File: src/rtl/regfile_write_arbiter_if.sv
// ---------------------------------------------------------------------------
// regfile_write_arbiter_if
//   Bundles the requester handshake signals and the regfile write-port /
//   scoreboard outputs of regfile_write_arbiter.
//   Ports (signals):
//     Req_Valid     [NREQ]     requester i offers a write
//     Req_Ready     [NREQ]     requester i may hand over its write
//     Req_Addr      [5*NREQ]   destination register of requester i
//     Req_Data      [32*NREQ]  write data of requester i
//     RegWrite      1          regfile write enable
//     WriteRegister 5          regfile write address
//     WriteData     32         regfile write data
//     Pending       32         per-register in-flight write flags
//   Modports: master = requesters/consumer side, slave = arbiter side.
// ---------------------------------------------------------------------------
interface regfile_write_arbiter_if #(
    parameter int NREQ = 2
);
    logic [NREQ-1:0]    Req_Valid;
    logic [NREQ-1:0]    Req_Ready;
    logic [5*NREQ-1:0]  Req_Addr;
    logic [32*NREQ-1:0] Req_Data;
    logic               RegWrite;
    logic [4:0]         WriteRegister;
    logic [31:0]        WriteData;
    logic [31:0]        Pending;

    modport master (
        output Req_Valid, Req_Addr, Req_Data,
        input  Req_Ready, RegWrite, WriteRegister, WriteData, Pending
    );

    modport slave (
        input  Req_Valid, Req_Addr, Req_Data,
        output Req_Ready, RegWrite, WriteRegister, WriteData, Pending
    );
endinterface

File: src/rtl/regfile_write_arbiter.sv
// ---------------------------------------------------------------------------
// regfile_write_arbiter
//   Shares the single regfile write port among NREQ writeback sources.
//   Each source owns a one-entry holding buffer behind a valid/ready
//   handshake; a round-robin arbiter moves one buffered write per cycle
//   into a registered output stage that drives the regfile. A registered
//   32-bit scoreboard flags every register with a write still in flight.
//   Ports:
//     Clk      in   clock, positive edge
//     Reset_n  in   synchronous active-low reset
//     bus      slave modport of regfile_write_arbiter_if (handshakes,
//              regfile write port, Pending scoreboard)
// ---------------------------------------------------------------------------
module regfile_write_arbiter #(
    parameter int NREQ = 2
) (
    input  logic                    Clk,
    input  logic                    Reset_n,
    regfile_write_arbiter_if.slave  bus
);
    localparam int PW = (NREQ > 2) ? 2 : 1;

    // per-requester buffer views and next-state
    logic [NREQ-1:0] w_full;
    logic [NREQ-1:0] w_full_next;
    logic [NREQ-1:0] w_ready;
    logic [NREQ-1:0] w_grant;
    logic [4:0]      w_buf_addr  [NREQ];
    logic [31:0]     w_buf_data  [NREQ];
    logic [4:0]      w_addr_next [NREQ];

    logic            w_any_grant;
    logic [PW-1:0]   w_ptr_next;
    logic [4:0]      w_sel_addr;
    logic [31:0]     w_sel_data;
    logic [31:0]     w_pending_next;

    logic [PW-1:0]   r_ptr;
    logic            r_regwrite;
    logic [4:0]      r_wreg;
    logic [31:0]     r_wdata;
    logic [31:0]     r_pending;

    // ---------------------------------------------------------------
    // Holding buffers, one per requester
    // ---------------------------------------------------------------
    for (genvar gi = 0; gi < NREQ; gi++) begin : g_req
        logic        r_full;
        logic [4:0]  r_addr;
        logic [31:0] r_data;
        logic [4:0]  w_in_addr;
        logic        w_load;

        assign w_in_addr   = bus.Req_Addr[5*gi +: 5];
        // A granted buffer empties this edge, so it may refill at once.
        assign w_ready[gi] = Reset_n & (~r_full | w_grant[gi]);
        // Writes to r0 complete the handshake but are never buffered.
        assign w_load      = bus.Req_Valid[gi] & w_ready[gi] & (w_in_addr != 5'd0);

        assign w_full_next[gi] = w_load | (r_full & ~w_grant[gi]);
        assign w_addr_next[gi] = w_load ? w_in_addr : r_addr;

        always_ff @(posedge Clk) begin
            if (!Reset_n) begin
                r_full <= 1'b0;
                r_addr <= 5'd0;
                r_data <= 32'd0;
            end else begin
                r_full <= w_full_next[gi];
                if (w_load) begin
                    r_addr <= w_in_addr;
                    r_data <= bus.Req_Data[32*gi +: 32];
                end
            end
        end

        assign w_full[gi]     = r_full;
        assign w_buf_addr[gi] = r_addr;
        assign w_buf_data[gi] = r_data;
    end

    // ---------------------------------------------------------------
    // Round-robin arbitration: first full buffer at or above r_ptr,
    // otherwise the first full buffer below it (wrap-around).
    // ---------------------------------------------------------------
    always_comb begin
        w_grant     = '0;
        w_any_grant = 1'b0;
        w_ptr_next  = r_ptr;
        for (int i = 0; i < NREQ; i++) begin
            if (!w_any_grant && w_full[i] && (i >= int'(r_ptr))) begin
                w_grant[i]  = 1'b1;
                w_any_grant = 1'b1;
                w_ptr_next  = (i == NREQ - 1) ? '0 : PW'(i + 1);
            end
        end
        for (int i = 0; i < NREQ; i++) begin
            if (!w_any_grant && w_full[i]) begin
                w_grant[i]  = 1'b1;
                w_any_grant = 1'b1;
                w_ptr_next  = (i == NREQ - 1) ? '0 : PW'(i + 1);
            end
        end
    end

    // One-hot grant selects the entry moving to the output stage.
    always_comb begin
        w_sel_addr = 5'd0;
        w_sel_data = 32'd0;
        for (int i = 0; i < NREQ; i++) begin
            if (w_grant[i]) begin
                w_sel_addr = w_buf_addr[i];
                w_sel_data = w_buf_data[i];
            end
        end
    end

    // Scoreboard reflects the buffers and output stage as they will be
    // after this edge, so a bit drops on the edge the regfile commits.
    always_comb begin
        w_pending_next = '0;
        for (int i = 0; i < NREQ; i++) begin
            if (w_full_next[i]) begin
                w_pending_next[w_addr_next[i]] = 1'b1;
            end
        end
        if (w_any_grant) begin
            w_pending_next[w_sel_addr] = 1'b1;
        end
        w_pending_next[0] = 1'b0;
    end

    // ---------------------------------------------------------------
    // Pointer, output stage and scoreboard registers
    // ---------------------------------------------------------------
    always_ff @(posedge Clk) begin
        if (!Reset_n) begin
            r_ptr      <= '0;
            r_regwrite <= 1'b0;
            r_wreg     <= 5'd0;
            r_wdata    <= 32'd0;
            r_pending  <= 32'd0;
        end else begin
            r_ptr      <= w_ptr_next;
            r_regwrite <= w_any_grant;
            if (w_any_grant) begin
                r_wreg  <= w_sel_addr;
                r_wdata <= w_sel_data;
            end
            r_pending  <= w_pending_next;
        end
    end

    assign bus.Req_Ready     = w_ready;
    assign bus.RegWrite      = r_regwrite;
    assign bus.WriteRegister = r_wreg;
    assign bus.WriteData     = r_wdata;
    assign bus.Pending       = r_pending;

endmodule

File: src/flat_wrapper.sv
// flat-port wrapper written by rule: the top's interface ports become plain ports
module regfile_write_arbiter_flat 
#(
    parameter int NREQ = 2
)
  (Clk, Reset_n, bus_Req_Valid, bus_Req_Addr, bus_Req_Data, bus_Req_Ready, bus_RegWrite, bus_WriteRegister, bus_WriteData, bus_Pending);
  regfile_write_arbiter_if #(.NREQ(NREQ)) bus_i ();
  input  logic Clk;
  input  logic Reset_n;
  input wire logic [$bits(bus_i.Req_Valid)-1:0] bus_Req_Valid;
  input wire logic [$bits(bus_i.Req_Addr)-1:0] bus_Req_Addr;
  input wire logic [$bits(bus_i.Req_Data)-1:0] bus_Req_Data;
  output wire logic [$bits(bus_i.Req_Ready)-1:0] bus_Req_Ready;
  output wire logic [$bits(bus_i.RegWrite)-1:0] bus_RegWrite;
  output wire logic [$bits(bus_i.WriteRegister)-1:0] bus_WriteRegister;
  output wire logic [$bits(bus_i.WriteData)-1:0] bus_WriteData;
  output wire logic [$bits(bus_i.Pending)-1:0] bus_Pending;
  assign bus_i.Req_Valid = bus_Req_Valid;
  assign bus_i.Req_Addr = bus_Req_Addr;
  assign bus_i.Req_Data = bus_Req_Data;
  assign bus_Req_Ready = bus_i.Req_Ready;
  assign bus_RegWrite = bus_i.RegWrite;
  assign bus_WriteRegister = bus_i.WriteRegister;
  assign bus_WriteData = bus_i.WriteData;
  assign bus_Pending = bus_i.Pending;
  regfile_write_arbiter #(.NREQ(NREQ)) u_core (.Clk(Clk), .Reset_n(Reset_n), .bus(bus_i));
endmodule
File: config.mk
export PLATFORM = sky130hd
export DESIGN_NAME = regfile_write_arbiter_flat
export DESIGN_NICKNAME = d
export VERILOG_FILES = /design/src/rtl/regfile_write_arbiter_if.sv /design/src/rtl/regfile_write_arbiter.sv /design/src/flat_wrapper.sv
export SDC_FILE = /design/constraint.sdc
export NUM_CORES = 1
export LEC_CHECK = 0
export ABC_AREA = 0
export CORE_MARGIN = 1.5
export CORE_UTILIZATION = 42
export DETAILED_ROUTE_END_ITERATION = 10
export PLACE_DENSITY = 0.69
export SLEW_MARGIN = 20
export SYNTH_ARGS = -nofsm -noshare
export SYNTH_HDL_FRONTEND = slang
export SYNTH_SLANG_ARGS = --single-unit
export TNS_END_PERCENT = 20
File: constraint.sdc
create_clock -name Clk -period 5.55 [get_ports Clk]
set_clock_uncertainty 0.05 [all_clocks]
set_input_delay 1.11 -clock Clk [delete_from_list [all_inputs] [get_ports Clk]]
set_output_delay 1.11 -clock Clk [all_outputs]
set_load 0.01 [all_outputs]
# Yosys cells after proc, flatten, opt, wreduce, memory -nomap -nowiden
# Cells that the tools add are included.
totals:
  register_bits: 147
  inputBits: 78
  out_inout_bits: 72
classes:
  n_lt_le_gt_ge: 7
  n_mux: 25
  bitwise: 19
  reduce_logical: 14
ops:
  columns: ["operator", "count"]
  rows:
  - ["32-bit two-way mux", 5]
  - ["32-bit OR", 2]
  - ["5-bit two-way mux", 4]
  - ["5-bit by 6-bit < comparator with 1-bit output, second input constant", 3]
  - ["1-bit demux with 5-bit select", 3]
  - ["5-bit by 1-bit greater-or-equal comparator with 1-bit output, second input constant", 3]
  - ["1-bit two-way mux", 13]
  - ["5-bit nonzero test", 2]
  - ["1-bit bitwise AND", 8]
  - ["1-bit logical AND", 7]
  - ["1-bit inverter", 5]
  - ["1-bit OR", 4]
  - ["1-bit logical NOT", 3]
  - ["3-bit nonzero test", 1]
  - ["2-bit OR reduction", 1]
  - ["1-bit greater-or-equal comparator, first input constant", 1]

# Longest topological paths before layout
logic_depth:
  ltp_word: 25
  ltp_mapped: 8
  mapped_depth_nobuf: 5

# Least setup slack after synthesis
# OpenSTA, ideal clock, no wires.
synth_path:
  path_kind: "input to output"
  startpoint: "in Reset_n"
  endpoint: "out bus_Req_Ready[1]"
  t_arrival_ps: 2081
  t_required_ps: 4390
  slack_ps: 2309
  cell_stages: 5
  cell_sequence: "buf_2 -> clkinv_1 -> clkbuf_1 -> buf_1 -> nor2_1"
synth_between:
  elab_chain_cells: 1
synth_lines:
  columns: ["item", "line", "rtl"]
  rows:
  - ["start, declared", "flat_wrapper.sv:9", "input logic Reset_n;"]
  - ["1-bit bitwise AND", "regfile_write_arbiter.sv:56", "assign w_ready[gi] = Reset_n & (~r_full | w_grant[gi]);"]
  - ["end, declared", "flat_wrapper.sv:13", "output wire logic [$bits(bus_i.Req_Ready)-1:0] bus_Req_Ready;"]
# No other way between the ends.

# Final worst setup path
layout_path:
  startpoint: "in Reset_n"
  endpoint: "out bus_Req_Ready[0]"
# The elaborated chain is that of the path after synthesis.

==> reports/metrics.cfg <==
[floorplan]
initial_utilization_pct = 43.2
die_h_um = 128
core-area_um2 = 15300
rows = 45
io_pins = 150
die_w_um = 128
die_area_um2 = 16500

[yosys]
ys.flop_type = dfxtp_1
syn-num-nets = 922
synth_cell_type_count = 68
syn_area_per_cell_um2 = 7.81
synth_top_area_share_pct = 44.3
synth-async-reset-ratio_pct = 0
ys_seq_area_share_pct = 44.3
yosysWarnings = 0
synth_edf_count = 0
postSynthCellCount = 844
synth_area_leaders = dfxtp_1 44%, nand2_1 10%, nand3_1 6.0%, nor2_1 5.9%, o221ai_1 4.4%
synth_top_cell_by_area = dfxtp_1
syn-cell-area_um2 = 6590
ys_ff_latch = 146

[timing]
maxSlewHeadroom_pct = 30.1
tightest_slew_ns = 1.03
grt_setup_unrepaired = no
fin_setup_tns_ns = 0
max_freq_mhz = 250
post-route-min-period_ns = 4.01
finalHoldViolCount = 0
drv_slew = 0
setup_viol = 0
finalCritPeriodShare_pct = 72.2

[drt]
routedWlPerCell_um = 17.6
vias = 6676
drt-pass1-iter-count = 5
drt-total-wl_mm = 20.6
detail-route-antenna-nets = 0
first_iter_violations = 590
dr.max_layer_used = met4
wl_met3_mm = 1.91
wl_met1_mm = 8.72
via_per_inst = 5.71
wl_met2_mm = 9.21
drc = 0

[clock_network]
numCtsBuffers = 17
cts_sinks = 146
root_buffer = clkbuf_16
cts_tree = yes
h-tree-depth = 4
clk_pin_slew_ns = 0.06
post_cts_buffers = 0
clk_path_buf_depth = 2
postCtsResizedCells = 0
holdBufCountCts = 0
clkLatencyLatePin_ns = 0.43

[worst_setup_path]
r2r_setup_slack_ns = 2.55
cp-start-kind = input pin
criticalPathCategory = input pin to output port
worstPathRequired_ns = 4.39
critPathArrivalTime_ns = 2.85
setup.worst_path.end_class = output port
path_max_fanout = 58

[final_layout]
diodes = 0
design_area_um2 = 8750
finalNetCount = 1023
postLayoutCoreUtil_pct = 57.4
drive_gt1_share_pct = 5.74
fin_cells = 1169
area_growth_pct = 32.8

[placed_design]
dpl_cell_area_um2 = 8100
io_buffers = 148
hpwl_mm = 13.8
dp_cells = 1137
gp_congestion = 0.956

[flow_run]
max_cap_viol_count = 0

[global_route]
grt_pass1_wl_mm = 33.0
antenna_found_initial = 0
track_usage_pct = 25.8
grt_max_degree = 69
grt_pass1_vias = 6259
grt_overflow = 0

[power_and_ir_drop]
p_leak_nw = 3.47
power_density_nw_per_um2 = 315
ir_worst_vdd_uv = 198

[min_path]
hold_path.class = flip-flop to flip-flop

[status]
status = complete, no violations

==> worst max-delay path, stage by stage <==
cell and delay [ns]:
buf_4 0.48, clkinv_1 0.19, buf_4 0.27, nor2_1 0.16, clkdlybuf4s50_1 0.59
==> worst paths after layout <==
path | cells past startpoint | start | endpoint
max | 5 | Reset_n | bus_Req_Ready[0]
min | 2 | u_core.g_req[1].r_data[27]$_SDFFE_PN0P_ | u_core.g_req[1].r_data[27]$_SDFFE_PN0P_
max reg2reg | 5 | u_core.g_req[1].r_full$_SDFF_PN0_ | u_core.bus.Pending[12]$_SDFF_PN0_
min reg2reg | 2 | u_core.g_req[1].r_data[27]$_SDFFE_PN0P_ | u_core.g_req[1].r_data[27]$_SDFFE_PN0P_
==> cell type report <==
class	instances	area [um^2]
fill	1405	6500
multi-input combinational	617	3350
sequential	146	2920
timing repair buffer	154	1520
clock buffer	19	453
tap	211	264
clock inverter	13	204
inverter	9	33.8
==> power breakdown <==
part	total (mW)	leakage [nW]	switching, mW	internal [mW]
clock network	1.27	0.324	0.453	0.821
registers	1.16	1.20	0.0467	1.11
logic	0.328	1.95	0.173	0.154
==> cells in the final DEF, fill, tap and decap left out, types with 5 or more instances in the layout <==
cell	count
o221ai_1	33
clkbuf_16	17
nand2b_1	12
inv_1	8
a32o_1	5
nor3_1	18
clkdlybuf4s50_1	147
mux2_2	5
bufinv_16	5
buf_4	7
nand2_1	182
nand4_1	12
nor2_1	103
a32oi_1	13
mux2i_1	11
a21oi_1	20
o211ai_1	12
and2_1	5
dfxtp_1	146
o21ai_0	18
nor2b_1	7
nand3_1	79
a31oi_1	5
==> metal layers <==
metal	track usage, %	vias up
met1	33.0	3065
li1	-	3202
met2	40.0	352
met3	7.18	57
met4	12.6	0
met5	0	-
==> cells in the mapped netlist, types with 4 or more instances <==
cell and n:
nand3b_1 4, buf_2 7, nor2_1 103, a32o_1 5, nor2b_1 7, nor4b_1 4, o211ai_1 12, a32oi_1 13
dfxtp_1 146, o22ai_1 4, clkbuf_1 51, nand4_1 12, buf_1 11, nand2b_1 12, nor3_1 18, and2_1 5
a21oi_1 20, mux2i_1 11, nor4_1 4, a22oi_1 4, o21ai_0 18, o221ai_1 33, inv_1 8, mux2_2 5
nand3_1 79, nand2_1 182, and3_1 4, a31oi_1 5
==> through the flow <==
stage               power, mW  hold slack, ns  worst slack, ns
global placement         1.50           0.392             1.55
global route             2.87           0.421             1.44
detailed placement       1.50           0.395             1.58
floorplan                1.35           0.384             2.31
finish                   2.76           0.402             1.54
CTS                      2.78           0.405             1.57
==> state kept, by name, summed over array words and instances, names as in the netlist <==
register                  count
u_core.g_req.r_addr          10
u_core.g_req.r_data          64
u_core.g_req.r_full           2
u_core.bus.RegWrite           1
u_core.bus.WriteRegister      5
u_core.r_ptr                  1
u_core.bus.Pending           31
u_core.bus.WriteData         32
==> kinds of logic after synthesis <==
group | Yosys count | synth area share (%)
and+or+nand+nor | 450 | 30.6
muxes | 16 | 2.52
AOI/OAI and AO/OA | 150 | 17.6
buffers and inverters | 81 | 4.93
DFF | 146 | 44.3
other | 1 | 0.0569
(Power assumes the default switching activity.)
